`src/rtl/ad_sample_sched_if.sv`:
```
// ad_sample_sched_if - signal bundle between the ADC capture stage, the
// measurement scheduler and the MPPT consumer.
//   ad_ch1/ad_ch2 : registered 12-bit ADC codes (voltage / current)
//   req           : measurement request
//   pair_valid/pair_ready : result handshake
//   v_avg/i_avg   : averaged channel results
//   busy, req_drop, ovr   : status
// master = scheduler side, slave = producer/consumer side.
interface ad_sample_sched_if;
  logic [11:0] ad_ch1;
  logic [11:0] ad_ch2;
  logic        req;
  logic        pair_ready;
  logic        pair_valid;
  logic [11:0] v_avg;
  logic [11:0] i_avg;
  logic        busy;
  logic        req_drop;
  logic [1:0]  ovr;

  modport master (
    input  ad_ch1, ad_ch2, req, pair_ready,
    output pair_valid, v_avg, i_avg, busy, req_drop, ovr
  );

  modport slave (
    output ad_ch1, ad_ch2, req, pair_ready,
    input  pair_valid, v_avg, i_avg, busy, req_drop, ovr
  );
endinterface

```
`src/rtl/ad_sample_sched.sv`:
```
// ad_sample_sched - measurement scheduler for the dual AD9226 capture path.
// On req it runs a sample strobe every DIV clocks, discards SETTLE strobes,
// then averages 2^AVG_LOG2 simultaneous samples of both channels and holds
// the averaged pair on a valid/ready handshake.
// Ports:
//   clk50m : clock, rising edge
//   reset  : asynchronous, active-high
//   bus    : ad_sample_sched_if.master (inputs ad_ch1, ad_ch2, req,
//            pair_ready; outputs pair_valid, v_avg, i_avg, busy,
//            req_drop, ovr)
// Optional feature: define AD_OVERRANGE_EN to build the overrange flags
// (ovr); otherwise ovr is tied to 2'b00.
module ad_sample_sched #(
  parameter int DIV      = 50,
  parameter int AVG_LOG2 = 4,
  parameter int SETTLE   = 8
) (
  input logic clk50m,
  input logic reset,
  ad_sample_sched_if.master bus
);

  localparam int ACC_W = 12 + AVG_LOG2;
  localparam int DW    = $clog2(DIV);
  localparam logic [DW-1:0] DIV_M1 = DW'(DIV - 1);
  localparam logic [8:0] SET_M1 = 9'((SETTLE > 0) ? SETTLE - 1 : 0);
  localparam logic [8:0] AVG_M1 = 9'((1 << AVG_LOG2) - 1);

  typedef enum logic [1:0] {S_IDLE, S_SETTLE, S_ACCUM, S_HOLD} state_t;

  state_t            state, state_nx;
  logic [DW-1:0]     div;
  logic              strobe;
  logic [8:0]        cnt;     // strobes seen in the current phase
  logic [ACC_W-1:0]  acc1, acc2, sum1, sum2;
  logic [11:0]       v_q, i_q;
  logic              drop_q;
  logic              last;

  assign strobe = (div == DIV_M1);
  assign sum1   = acc1 + ACC_W'(bus.ad_ch1);
  assign sum2   = acc2 + ACC_W'(bus.ad_ch2);
  // final sample: its addition and the result latch share this edge
  assign last   = (state == S_ACCUM) && strobe && (cnt == AVG_M1);

  always_ff @(posedge clk50m or posedge reset) begin
    if (reset) state <= S_IDLE;
    else       state <= state_nx;
  end

  always_comb begin
    state_nx = state;
    case (state)
      S_IDLE:   if (bus.req) state_nx = (SETTLE == 0) ? S_ACCUM : S_SETTLE;
      S_SETTLE: if (strobe && cnt == SET_M1) state_nx = S_ACCUM;
      S_ACCUM:  if (last) state_nx = S_HOLD;
      S_HOLD:   if (bus.pair_ready) state_nx = S_IDLE;
      default:  state_nx = S_IDLE;
    endcase
  end

  always_ff @(posedge clk50m or posedge reset) begin
    if (reset) begin
      div    <= '0;
      cnt    <= '0;
      acc1   <= '0;
      acc2   <= '0;
      v_q    <= '0;
      i_q    <= '0;
      drop_q <= 1'b0;
    end else begin
      drop_q <= bus.req && (state != S_IDLE);
      case (state)
        S_IDLE: begin
          // divider, counter and accumulators sit cleared while idle, so
          // the accepting edge starts a fresh measurement at div = 0
          div  <= '0;
          cnt  <= '0;
          acc1 <= '0;
          acc2 <= '0;
        end
        S_SETTLE: begin
          div <= strobe ? '0 : div + 1'b1;
          if (strobe) cnt <= (cnt == SET_M1) ? '0 : cnt + 1'b1;
        end
        S_ACCUM: begin
          div <= strobe ? '0 : div + 1'b1;
          if (strobe) begin
            acc1 <= sum1;
            acc2 <= sum2;
            cnt  <= cnt + 1'b1;
            if (last) begin
              v_q <= sum1[ACC_W-1:AVG_LOG2];
              i_q <= sum2[ACC_W-1:AVG_LOG2];
            end
          end
        end
        default: div <= '0;
      endcase
    end
  end

  assign bus.pair_valid = (state == S_HOLD);
  assign bus.busy       = (state != S_IDLE);
  assign bus.v_avg      = v_q;
  assign bus.i_avg      = i_q;
  assign bus.req_drop   = drop_q;

`ifdef AD_OVERRANGE_EN
  logic [1:0] smp_ovr, ovr_st, ovr_q;

  assign smp_ovr = {(bus.ad_ch2 == 12'h000) || (bus.ad_ch2 == 12'hFFF),
                    (bus.ad_ch1 == 12'h000) || (bus.ad_ch1 == 12'hFFF)};

  // sticky per measurement; only ACCUM samples are checked, and the
  // visible flags move only with the result latch
  always_ff @(posedge clk50m or posedge reset) begin
    if (reset) begin
      ovr_st <= 2'b00;
      ovr_q  <= 2'b00;
    end else begin
      if (state == S_IDLE)
        ovr_st <= 2'b00;
      else if (state == S_ACCUM && strobe)
        ovr_st <= ovr_st | smp_ovr;
      if (last) ovr_q <= ovr_st | smp_ovr;
    end
  end

  assign bus.ovr = ovr_q;
`else
  assign bus.ovr = 2'b00;
`endif

endmodule

```
`src/flat_wrapper.sv`:
```
// flat-port wrapper written by rule: the top's interface ports become plain ports
module ad_sample_sched_flat 
#(
  parameter int DIV      = 50,
  parameter int AVG_LOG2 = 4,
  parameter int SETTLE   = 8
)
  (clk50m, reset, bus_ad_ch1, bus_ad_ch2, bus_req, bus_pair_ready, bus_pair_valid, bus_v_avg, bus_i_avg, bus_busy, bus_req_drop, bus_ovr);
  ad_sample_sched_if bus_i ();
  input logic clk50m;
  input logic reset;
  input wire logic [$bits(bus_i.ad_ch1)-1:0] bus_ad_ch1;
  input wire logic [$bits(bus_i.ad_ch2)-1:0] bus_ad_ch2;
  input wire logic [$bits(bus_i.req)-1:0] bus_req;
  input wire logic [$bits(bus_i.pair_ready)-1:0] bus_pair_ready;
  output wire logic [$bits(bus_i.pair_valid)-1:0] bus_pair_valid;
  output wire logic [$bits(bus_i.v_avg)-1:0] bus_v_avg;
  output wire logic [$bits(bus_i.i_avg)-1:0] bus_i_avg;
  output wire logic [$bits(bus_i.busy)-1:0] bus_busy;
  output wire logic [$bits(bus_i.req_drop)-1:0] bus_req_drop;
  output wire logic [$bits(bus_i.ovr)-1:0] bus_ovr;
  assign bus_i.ad_ch1 = bus_ad_ch1;
  assign bus_i.ad_ch2 = bus_ad_ch2;
  assign bus_i.req = bus_req;
  assign bus_i.pair_ready = bus_pair_ready;
  assign bus_pair_valid = bus_i.pair_valid;
  assign bus_v_avg = bus_i.v_avg;
  assign bus_i_avg = bus_i.i_avg;
  assign bus_busy = bus_i.busy;
  assign bus_req_drop = bus_i.req_drop;
  assign bus_ovr = bus_i.ovr;
  ad_sample_sched #(.DIV(DIV), .AVG_LOG2(AVG_LOG2), .SETTLE(SETTLE)) u_core (.clk50m(clk50m), .reset(reset), .bus(bus_i));
endmodule
```
`config.mk`:
```
export PLATFORM = sky130hd
export DESIGN_NAME = ad_sample_sched_flat
export DESIGN_NICKNAME = d
export VERILOG_FILES = /design/src/rtl/ad_sample_sched_if.sv /design/src/rtl/ad_sample_sched.sv /design/src/flat_wrapper.sv
export SDC_FILE = /design/constraint.sdc
export NUM_CORES = 1
export LEC_CHECK = 0
export BUFFER_PORTS_ARGS = -buffer_cell sky130_fd_sc_hd__buf_2
export CAP_MARGIN = 0
export CORE_ASPECT_RATIO = 0.6
export CORE_UTILIZATION = 50
export DETAILED_ROUTE_END_ITERATION = 8
export GPL_TIMING_DRIVEN = 0
export PLACE_DENSITY = 0.71
export SLEW_MARGIN = 0
export SYNTH_ARGS = -nofsm -noshare
export SYNTH_HDL_FRONTEND = slang
export SYNTH_SLANG_ARGS = --single-unit
export TNS_END_PERCENT = 100
```
`constraint.sdc`:
```
create_clock -name clk50m -period 7.25 [get_ports clk50m]
set_input_delay 0.725 -clock clk50m [delete_from_list [all_inputs] [get_ports clk50m]]
set_output_delay 0.725 -clock clk50m [all_outputs]
set_load 0.05 [all_outputs]
```
==> flow_summary_export.csv <==
group,metric,value,unit
run_status,status,"finished, final reports clean",
global_routing,first_global_vias,3386,
detailed_routing,wl_per_cell,16.2,microns
clock_network,clock-sinks,74,
global_routing,globalRoute.totalOverflow,0,
sta,finalSetupViolCount,0,
worst_setup_path,crit_path_end_kind,"flip-flop",
worst_setup_path,crit_top_cell,"nor3b_1",
global_routing,antenna_found_initial,0,
clock_network,cts.clk_slew.worst_paths,0.06,ns
placement,place_hpwl,7.36,mm
detailed_routing,ant_nets,0,
floorplanning,die-width,122,microns
detailed_routing,wl,10.0,mm
finish,fillers,705,
power,peakVddDrop,0.119,mV
worst_setup_path,worstSetupPathType,"in2reg",
worst_setup_path,path_depth,8,
clock_network,hold_buffers,0,
detailed_routing,firstDrtPassIters,5,
worst_setup_path,start_kind,"primary input",
sta,timing.fmax,352,MHz
clock_network,clk_latency,0.34,ns
sta,worstMarginPinSlew,0.866,ns
synthesis,synth_area,0.00433,sq mm
synthesis,ys.flop_type,"dfrtp_1",
global_routing,grt_first_pass_wirelength,16.5,mm
floorplanning,initial_utilization,53.2,%
sta,hold_viol,0,
detailed_routing,drc,0,
min_path,hold_path.class,"in2async",
floorplanning,dieArea,0.00905,sq mm
floorplanning,coreArea,0.00813,sq mm
finish,layout.nets,567,
clock_network,cts_buffer_depth,2,
synthesis,synth-edff-count,0,
power,power,1240,uW
sta,hold_ws,0.307,ns
floorplanning,rows,25,
synthesis,ys_types,54,
synthesis,postSynthAreaPerCell,9.86,sq um
sta,rsz0062_at_grt,"no",
floorplanning,die_h,74.1,microns
clock_network,post-cts-setup-buffers,0,
sta,clock_skew,0.00601,ns
sta,setup_tns,0,ns
clock_network,h-tree-depth,3,
global_routing,grt_usage,24.0,%
clock_network,cts_resized,0,
worst_setup_path,arrival,3.06,ns
floorplanning,io_pins,57,
worst_setup_path,rr_worst_depth,7,
worst_setup_path,cp_num_buf_inv,1,
power,p_leak,0.00247,uW
clock_network,numCtsBuffers,9,
worst_setup_path,path_cells,"buf_2, ha_1, a21oi_1, o211ai_1, a2111oi_0, nor3b_1, nor3b_1, a211o_1",
finish,area_growth,17.0,%
clock_network,root_buffer,"clkbuf_16",
clock_network,cts_tree,"built",
synthesis,syn_inst,439,
detailed_routing,vias_per_cell,5.71,
placement,gp_congestion,0.871,
worst_setup_path,path_max_fanout,4,
finish,drive_gt1_share,18.8,%
worst_setup_path,max_stage_delay,0.79,ns
synthesis,yosys_register_bits,74,
sta,drv_slew,0,
finish,fin_util,62.3,%
worst_setup_path,slowest_stage,"a2111oi_0",
finish,seq_area,0.00185,sq mm
sta,max-slew-margin-rel,40.7,%
synthesis,yosysWarnings,0,
worst_setup_path,crit_family,"compound AO/OA/AOI/OAI gates",
job,drv_cap,0,
finish,n_antenna_cell,0,
power,powerDensity,245,mW/mm^2
synthesis,ys_seq_area_share,42.8,%
worst_setup_path,crit_required,7.47,ns
sta,fin_crit_sh,39.2,%
synthesis,synth-async-reset-ratio,100,%
placement,place_area,0.00477,sq mm
sta,fin_crit,2.84,ns
finish,design_area,0.00507,sq mm
placement,port_buffers,54,
finish,multi_input_area,0.00232,sq mm
detailed_routing,drt_iter0_markers,176,
detailed_routing,vias,3535,
global_routing,grt_max_degree,61,
-- worst reg2reg max path, stage by stage, from the launching register on --
cell,delay [ns]
dfrtp_1,0.39
ha_1,0.34
a21oi_1,0.30
o211ai_1,0.18
a2111oi_0,0.79
nor3b_1,0.19
nor3b_1,0.19
a211o_1,0.24
-- area by class of cell --
| cell class | count | share of cell area (%) |
|---|---|---|
| sequential | 74 | 36.6 |
| multi-input combinational | 332 | 45.9 |
| clock buffer | 11 | 4.79 |
| inverter | 20 | 1.53 |
| buffer | 14 | 1.65 |
| tap | 108 | 2.67 |
| timing repair buffer | 55 | 5.88 |
| clock inverter | 5 | 1.06 |
-- logic make-up (layout without fill, tap and decap cells) --
kind of cell,count (synthesis),count (layout),synth area share (%)
muxes,16,16,5.03
DFF,74,74,42.8
AOI/OAI and AO/OA,136,136,20.4
buffers and inverters,34,105,3.67
adders and majority gates,33,33,9.88
other,1,2,0.0866
and+or+nand+nor,117,117,12.5
xor gates and xnor gates,28,28,5.66
-- cell usage in the layout (no fill, tap or decap), types with 11 or more instances in the layout --
cell and count:
inv_1 19, ha_1 31, xor2_1 11, buf_2 54, nor2_1 26, a21oi_1 25, dfrtp_1 74, o21ai_0 41
nand3_1 11, a22o_1 16, xnor2_1 17, nand2_1 48
-- where the power goes --
part	switching [uW]	internal [uW]
clock	169	274
sequential	21.6	438
combinational	234	105
-- per-stage QoR --
step	setup WS (ns)	std cells
2_1_floorplan	4.57	440
3_3_place_gp	3.71	602
3_5_place_dp	4.11	603
4_1_cts	4.45	619
5_1_grt	4.16	619
6_report	4.41	619
-- registers in the layout (all words and copies together) (netlist names) --
name	flops
u_core.acc1	16
u_core.acc2	16
u_core.bus.i_avg	12
u_core.bus.req_drop	1
u_core.bus.v_avg	12
u_core.cnt	9
u_core.div	6
u_core.state	2
-- path summary, 6_finish.rpt --
kind,start,endpoint,slack [ns]
worst max-delay path,bus_ad_ch1[4],u_core.acc1[13],4.41
max in group asynchronous,reset,u_core.acc2[2],6.39
min in group clk50m,u_core.bus.v_avg[3],u_core.bus.v_avg[3],0.47
worst max register to register,u_core.acc1[4],u_core.acc1[13],4.51
worst min register to register,u_core.bus.v_avg[3],u_core.bus.v_avg[3],0.47
worst min-delay path,reset,u_core.bus.v_avg[10],0.31
-- synthesized netlist by cell type (5+ instances only) --
| master | number | area [sq um] |
|---|---|---|
| nand3_1 | 11 | 55.1 |
| ha_1 | 31 | 388 |
| nor2_1 | 26 | 97.6 |
| nand2_1 | 48 | 180 |
| dfrtp_1 | 74 | 1850 |
| xor2_1 | 11 | 96.3 |
| mux2_4 | 10 | 150 |
| inv_1 | 20 | 75.1 |
| o31ai_1 | 5 | 37.5 |
| clkbuf_1 | 9 | 33.8 |
| a31oi_1 | 8 | 50.1 |
| a21o_1 | 9 | 67.6 |
| o21ai_0 | 41 | 205 |
| nor2b_1 | 7 | 43.8 |
| mux2_2 | 6 | 67.6 |
| o211ai_1 | 6 | 45.0 |
| a21oi_1 | 25 | 125 |
| xnor2_1 | 17 | 149 |
| a22o_1 | 16 | 140 |
-- per-layer routing --
metal | global-route usage (%) | up-vias | routed length [microns]
met5 | 0 | - | 0
met2 | 35.9 | 106 | 4250
met4 | 7.72 | 0 | 107
met3 | 6.29 | 10 | 555
met1 | 34.1 | 1700 | 5090
li1 | - | 1719 | -
(Power assumes the default switching activity.)
